### src/rtl/rdid_pkg.sv
// Shared constants, FSM encoding, ID payload type and opcode bit helper for the RDID SPI sequencer.
package rdid_pkg;

  localparam logic [7:0] RDID_OPCODE   = 8'h9F;
  localparam logic [7:0] RDID_EXP_MAN  = 8'h20;
  localparam logic [7:0] RDID_EXP_TYPE = 8'h20;
  localparam logic [7:0] RDID_EXP_CAP  = 8'h15;

  localparam int unsigned RDID_BITS     = 32;
  localparam int unsigned RDID_CMD_BITS = 8;
  localparam int unsigned RDID_BIT_W    = $clog2(RDID_BITS);
  localparam int unsigned RDID_IDX_W    = RDID_BIT_W + 1;

  typedef enum logic [2:0] {
    ST_IDLE  = 3'd0,
    ST_SETUP = 3'd1,
    ST_SHIFT = 3'd2,
    ST_HOLD  = 3'd3,
    ST_GAP   = 3'd4
  } rdid_state_e;

  typedef struct packed {
    logic [7:0] man;
    logic [7:0] mem_type;
    logic [7:0] cap;
  } rdid_id_t;

  // Frame bit idx on MOSI: opcode MSB-first for the first byte, zeros afterwards.
  function automatic logic tx_bit(input logic [RDID_IDX_W-1:0] idx);
    logic [7:0] op;
    op = RDID_OPCODE;
    return (idx < RDID_IDX_W'(RDID_CMD_BITS)) ? op[3'd7 - idx[2:0]] : 1'b0;
  endfunction

endpackage

### src/rtl/spi_sclk_div.sv
// SPI clock divider: emits rise/fall strobes every CLK_DIV cycles while enabled; SPICLK idles low.
module spi_sclk_div #(
  parameter int unsigned CLK_DIV = 4
) (
  input  logic clk,
  input  logic rst_n,
  input  logic en,
  output logic sclk,
  output logic rise_tick_c,
  output logic fall_tick_c
);
  localparam int unsigned DIV_W = (CLK_DIV > 1) ? $clog2(CLK_DIV) : 1;

  logic [DIV_W-1:0] cnt;
  logic             tick_c;

  // First strobe fires on the first enabled cycle so SPICLK rises right after setup.
  assign tick_c      = en && (cnt == '0);
  assign rise_tick_c = tick_c && !sclk;
  assign fall_tick_c = tick_c && sclk;

  always_ff @(posedge clk or negedge rst_n) begin
    if (!rst_n) begin
      cnt  <= '0;
      sclk <= 1'b0;
    end else if (!en) begin
      cnt  <= '0;
      sclk <= 1'b0;
    end else if (tick_c) begin
      cnt  <= DIV_W'(CLK_DIV - 1);
      sclk <= !sclk;
    end else begin
      cnt  <= cnt - DIV_W'(1);
    end
  end

endmodule

### src/rtl/rdid_spi_ctrl.sv
// RDID (0x9F) SPI mode-0 master for the M25P16: one frame per accepted start, 3 ID bytes captured at done.
// Optional macro RDID_ID_CHECK_EN adds id_ok, set at done when the captured ID equals the expected M25P16 ID.
module rdid_spi_ctrl
  import rdid_pkg::*;
#(
  parameter int unsigned CLK_DIV  = 4,
  parameter int unsigned CS_SETUP = 2,
  parameter int unsigned CS_HOLD  = 2,
  parameter int unsigned CS_IDLE  = 5
) (
  input  logic       CCLK,
  input  logic       reset_n,
  input  logic       start,
  input  logic       SPIMISO,
  output logic       SPICLK,
  output logic       SPIMOSI,
  output logic       chip_select,
  output logic       busy,
  output logic       done,
  output logic [7:0] man_id,
  output logic [7:0] mem_type,
  output logic [7:0] mem_cap
`ifdef RDID_ID_CHECK_EN
  ,
  output logic       id_ok
`endif
);
  // HOLD covers the final low half-period plus the chip-select hold time.
  localparam int unsigned HOLD_CYC = CLK_DIV + CS_HOLD;
  localparam int unsigned CNT_MAX  = (CS_SETUP > HOLD_CYC) ? CS_SETUP : HOLD_CYC;
  localparam int unsigned CNT_W    = $clog2(CNT_MAX + 1);
  localparam int unsigned IDLE_W   = $clog2(CS_IDLE + 1);
  localparam int unsigned RX_W     = RDID_BITS - RDID_CMD_BITS;

  rdid_state_e           state, state_next;
  logic [CNT_W-1:0]      cnt;
  logic [RDID_BIT_W-1:0] bit_cnt;
  logic [IDLE_W-1:0]     idle_cnt;
  logic                  armed;
  logic [RX_W-1:0]       rx_sr;
  rdid_id_t              id_q;

  logic shift_en_c, rise_c, fall_c;
  logic accept_c, setup_last_c, shift_last_c, hold_last_c, gap_last_c;
  logic cs_next_c, busy_next_c, done_next_c, mosi_next_c;

  spi_sclk_div #(.CLK_DIV(CLK_DIV)) u_sclk_div (
    .clk         (CCLK),
    .rst_n       (reset_n),
    .en          (shift_en_c),
    .sclk        (SPICLK),
    .rise_tick_c (rise_c),
    .fall_tick_c (fall_c)
  );

  // armed blocks a start that coincides with the reset-release edge.
  assign shift_en_c   = (state == ST_SHIFT);
  assign accept_c     = (state == ST_IDLE) && start && armed && (idle_cnt >= IDLE_W'(CS_IDLE));
  assign setup_last_c = (cnt == CNT_W'(CS_SETUP - 1));
  assign shift_last_c = fall_c && (bit_cnt == RDID_BIT_W'(RDID_BITS - 1));
  assign hold_last_c  = (cnt == CNT_W'(HOLD_CYC - 1));
  assign gap_last_c   = (idle_cnt >= IDLE_W'(CS_IDLE - 1));

  always_ff @(posedge CCLK or negedge reset_n) begin
    if (!reset_n) state <= ST_IDLE;
    else          state <= state_next;
  end

  always_comb begin
    state_next = state;
    case (state)
      ST_IDLE:  if (accept_c)     state_next = ST_SETUP;
      ST_SETUP: if (setup_last_c) state_next = ST_SHIFT;
      ST_SHIFT: if (shift_last_c) state_next = ST_HOLD;
      ST_HOLD:  if (hold_last_c)  state_next = ST_GAP;
      ST_GAP:   if (gap_last_c)   state_next = ST_IDLE;
      default:                    state_next = ST_IDLE;
    endcase
  end

  // Outputs lag the state by one register, so chip_select falls the cycle after acceptance.
  always_comb begin
    cs_next_c   = 1'b1;
    busy_next_c = 1'b0;
    done_next_c = 1'b0;
    mosi_next_c = 1'b0;
    case (state)
      ST_SETUP: begin
        cs_next_c   = 1'b0;
        busy_next_c = 1'b1;
        mosi_next_c = tx_bit('0);
      end
      ST_SHIFT: begin
        cs_next_c   = 1'b0;
        busy_next_c = 1'b1;
        mosi_next_c = fall_c ? tx_bit(RDID_IDX_W'(bit_cnt) + RDID_IDX_W'(1)) : SPIMOSI;
      end
      ST_HOLD: begin
        cs_next_c   = hold_last_c;
        busy_next_c = !hold_last_c;
        done_next_c = hold_last_c;
      end
      default: ;
    endcase
  end

  // Sequencing counters and MISO capture.
  always_ff @(posedge CCLK or negedge reset_n) begin
    if (!reset_n) begin
      cnt      <= '0;
      bit_cnt  <= '0;
      idle_cnt <= IDLE_W'(CS_IDLE);
      armed    <= 1'b0;
      rx_sr    <= '0;
    end else begin
      armed <= 1'b1;
      if ((state_next == state) && ((state == ST_SETUP) || (state == ST_HOLD)))
        cnt <= cnt + CNT_W'(1);
      else
        cnt <= '0;
      if (state != ST_SHIFT)
        bit_cnt <= '0;
      else if (fall_c && !shift_last_c)
        bit_cnt <= bit_cnt + RDID_BIT_W'(1);
      if ((state == ST_HOLD) && hold_last_c)
        idle_cnt <= '0;
      else if (idle_cnt < IDLE_W'(CS_IDLE))
        idle_cnt <= idle_cnt + IDLE_W'(1);
      if (shift_en_c && rise_c && (bit_cnt >= RDID_BIT_W'(RDID_CMD_BITS)))
        rx_sr <= {rx_sr[RX_W-2:0], SPIMISO};
    end
  end

  always_ff @(posedge CCLK or negedge reset_n) begin
    if (!reset_n) begin
      chip_select <= 1'b1;
      busy        <= 1'b0;
      done        <= 1'b0;
      SPIMOSI     <= 1'b0;
      id_q        <= '0;
    end else begin
      chip_select <= cs_next_c;
      busy        <= busy_next_c;
      done        <= done_next_c;
      SPIMOSI     <= mosi_next_c;
      if (done_next_c) id_q <= rdid_id_t'(rx_sr);
    end
  end

  assign man_id   = id_q.man;
  assign mem_type = id_q.mem_type;
  assign mem_cap  = id_q.cap;

`ifdef RDID_ID_CHECK_EN
  always_ff @(posedge CCLK or negedge reset_n) begin
    if (!reset_n)         id_ok <= 1'b0;
    else if (done_next_c) id_ok <= (rx_sr == {RDID_EXP_MAN, RDID_EXP_TYPE, RDID_EXP_CAP});
  end
`endif

endmodule

### config.mk
export PLATFORM = sky130hd
export DESIGN_NAME = rdid_spi_ctrl
export DESIGN_NICKNAME = d
export VERILOG_FILES = /design/src/rtl/rdid_pkg.sv /design/src/rtl/spi_sclk_div.sv /design/src/rtl/rdid_spi_ctrl.sv
export SDC_FILE = /design/constraint.sdc
export NUM_CORES = 1
export LEC_CHECK = 0
export CORE_MARGIN = 4
export CORE_UTILIZATION = 50
export CTS_BUF_LIST = sky130_fd_sc_hd__clkbuf_4
export CTS_CLUSTER_DIAMETER = 120
export CTS_CLUSTER_SIZE = 30
export DETAILED_ROUTE_END_ITERATION = 10
export PLACE_DENSITY = 0.8
export SLEW_MARGIN = 20
export SYNTH_ARGS = -nofsm -noshare
export SYNTH_HDL_FRONTEND = slang
export SYNTH_SLANG_ARGS = --single-unit
### constraint.sdc
create_clock -name CCLK -period 3 [get_ports CCLK]
set_input_delay 0.6 -clock CCLK [delete_from_list [all_inputs] [get_ports CCLK]]
set_output_delay 0.6 -clock CCLK [all_outputs]
set_load 0.02 [all_outputs]
==> results.md <==
- Netlist area before placement: 2878 um^2
- Initial antenna violation count: 0
- Cell depth of the worst flop-to-flop path: 4
- Most common library cell in the layout ignoring fill and taps: dfrtp_1
- Synthesis-stage register bit count: 70
- Number of setup violations in the final report: 0
- Unrepaired setup endpoints after global routing: false
- Area Growth Syn to Fin: 18.48%
- Number of stages on the worst setup path: 1
- Post-Synth XOR/XNOR Area: ~2.7%
- Post-CTS setup buffer count: 0
- Antenna cell count: 0
- Sinks on Clock Net: 70
- Worst path cell trace: clkdlybuf4s50_1
- Leakage component of the power: roughly 0.0016 uW
- Pin count of the biggest net entering global routing: 71
- Commonest non-fill, non-tap cells in the layout: dfrtp_1, mux2_2, clkdlybuf4s50_1
- Tot Pwr: 1625 uW
- Simple logic cell fraction of the synthesized area: 7.391%
- DP HPWL: between 2 and 3 mm
- Clock buffers created by TritonCTS: 9
- Clock transition time at the flip-flop clock pins of the worst setup and hold paths: ~100 ps
- Max-cap violations: 0
- Via count of the first global-routing pass: between 1,500 and 2,000
- Post-route clock period utilization: between 70% and 80%
- Sort of element at the start of the critical path: flip-flop
- Proportion of register bits with asynchronous set or reset after synthesis: 100.0%
- Delay of the slowest critical-path stage: 660 ps
- Clock latency of the later-clocked register in the worst-skew pair: 400 ps
- Top Family by Delay on Critical Path: buffers and inverters
- Largest family of logic cells by synthesized area: multiplexers
- Die boundary width: 83.87 um
- Total nets after synthesis: about 220
- Proportion of synthesized area in mux cells: 19.48%
- Util after Layout: 61.54%
- H-tree levels: 3
- Flip-flop cell with the highest count after synthesis: dfrtp_1
- Critical Path Slowest Stage Cell: clkdlybuf4s50_1
- Total negative slack: 0 ps
- Headroom to the max-slew limit: around 43%
- Via count: around 1,600
- Adder-cell share of the synthesized area: 3.478%
- Maximum number of buffers from clock root to sink: 2
- Total track usage: a little over an eighth
- Filler Cell Count: 425
- Area of the core: 5540 um^2
- Highest net fanout along the worst path: 6
- Synth unique cells: 32
- Number of flops mapped to enable cells by yosys: 0
- Min Clock Period, post-route: 2142 ps
- First-pass iteration count of the detailed router: 3
- Min-Delay Path Class: input port to asynchronous set/reset pin
- TritonCTS clock tree: built
- Run status: completed
- Final nets: 255
- Worst setup path class: flip-flop to output pin
- Required time of the critical path: 2400 ps
- Die area: 7033 um^2
- Clock skew: 10.64 ps
- Total count of max-transition violations in the final report: 0
- Gate count after technology mapping: a little over 200
- Arr. time, crit path: ~1500 ps
- CTS root buf: clkbuf_4
- Number of vias per cell: 5.019
- Max VDD drop: 387.8 uV
- 1st-iter DRT viols: 74
- Number of remaining DRC errors: 0
- Post-synthesis sequential area ratio: 61.00%
- Total routed wirelength: 4.403 mm
- Vertical die dimension: 83.87 um
- Kind of capture point of the worst setup path: output pin
- Fraction of layout instances using a drive strength above 1: between 20 and 30%
- Routability-driven placement congestion ratio: around 0.73
- Final count of hold timing violations: 0
- Synthesized-area fraction occupied by ao, oa, aoi and oai cells: under 10%
- Hold Buf Count CTS: 0
- # IOs: 33
- Mean area per synthesized cell: 14.04 um^2
- Routed wirelength normalized by instance count: 13.76 um
- Worst Max-Slew Pin Slew: 849.7 ps
- CTS resizes: 0
- First-pass GRT wire length: approximately 7.7 mm
- Number of buffer and inverter stages on the critical path: 1
- Row count: 27
- Timing-limited maximum frequency: 466.8 MHz
- Number of warning messages in the yosys log: 0
- Count of buffers inserted at the top-level ports: 32
- Residual overflow from global routing: 0
- Power density relative to cell area: 476.6 nW/um^2
- Final antenna-violating net count: 0
- Initial Util: 51.94%
layout make-up:
class | count | area [um^2] | area share [%]
Clock buffer | 11 | 82.58 | 2.422
Clock inverter | 5 | 73.82 | 2.165
Inverter | 9 | 33.78 | 0.9908
Multi-Input combinational cell | 118 | 1036 | 30.39
Sequential cell | 70 | 1755 | 51.49
Tap cell | 72 | 90.09 | 2.642
Timing Repair Buffer | 35 | 337.8 | 9.908
report_power, final:
part           internal, uW  switching, uW
Clock                   352            308
Sequential              944          0.185
Combinational          3.57           17.5
flip-flops by register name, summed over array words and instances (netlist names):
register and flops:
busy 1, bit_cnt 5, state 3, armed 1
idle_cnt 3, chip_select 1, done 1, mem_type 8
u_sclk_div.sclk 1, mem_cap 8, cnt 3, rx_sr 24
SPIMOSI 1, u_sclk_div.cnt 2, man_id 8
per-layer routing:
layer | vias to the layer above | GRT usage (%) | routed length, um
met2 | 27 | 18.94 | 1985
li1 | 782 | - | -
met3 | 4 | 4.738 | 185
met4 | 0 | 6.140 | 41
met1 | 793 | 19.47 | 2191
met5 | - | 0 | 0
stage by stage:
step / setup WS, ps / instances / hold slack [ps] / area [um^2]
5_1_grt: 755.8 / 320 / 435.1 / 3410
3_5_place_dp: 993.7 / 304 / 442.7 / 3253
3_3_place_gp: 1031 / 304 / 450.1 / 3253
6_report: 857.6 / 320 / 375.7 / 3410
4_1_cts: 819.0 / 320 / 400.4 / 3410
2_1_floorplan: 1148 / 205 / 304.4 / 2878
cells in the mapped netlist, types with 2 or more instances:
cell type	instances	area share [%]
mux2_2	48	19
inv_1	9	1.2
a211oi_1	2	0.52
o211ai_1	2	0.52
nand3b_1	2	0.52
ha_1	8	3.5
clkbuf_1	2	0.26
dfrtp_1	67	58
nand2_1	4	0.52
dfstp_2	3	2.7
xnor2_1	4	1.2
xor2_1	5	1.5
a21oi_1	5	0.87
and3_1	2	0.43
and3b_1	2	0.61
buf_2	3	0.52
mux2i_1	2	0.70
nand3_1	3	0.52
nor2_1	14	1.8
nor3_1	5	0.87
buf_6	2	0.78
cells by family after synthesis:
group / count (synthesis)
buf+inv: 17
simple gates: 38
mux: 50
xor+xnor: 9
flops: 70
compound gates: 12
other cells: 1
fa+ha+maj: 8
final timing paths:
kind                              startpoint                end  slack (ps)
max                          u_sclk_div.sclk             SPICLK         860
min                                  reset_n         bit_cnt[1]         380
max reg2reg                         state[1]           rx_sr[1]         970
min reg2reg                u_sclk_div.cnt[0]  u_sclk_div.cnt[0]         450
max in group asynchronous            reset_n           state[1]        2070
min in group CCLK          u_sclk_div.cnt[0]  u_sclk_div.cnt[0]         450
No activity file was read; power rests on OpenSTA's default activity.
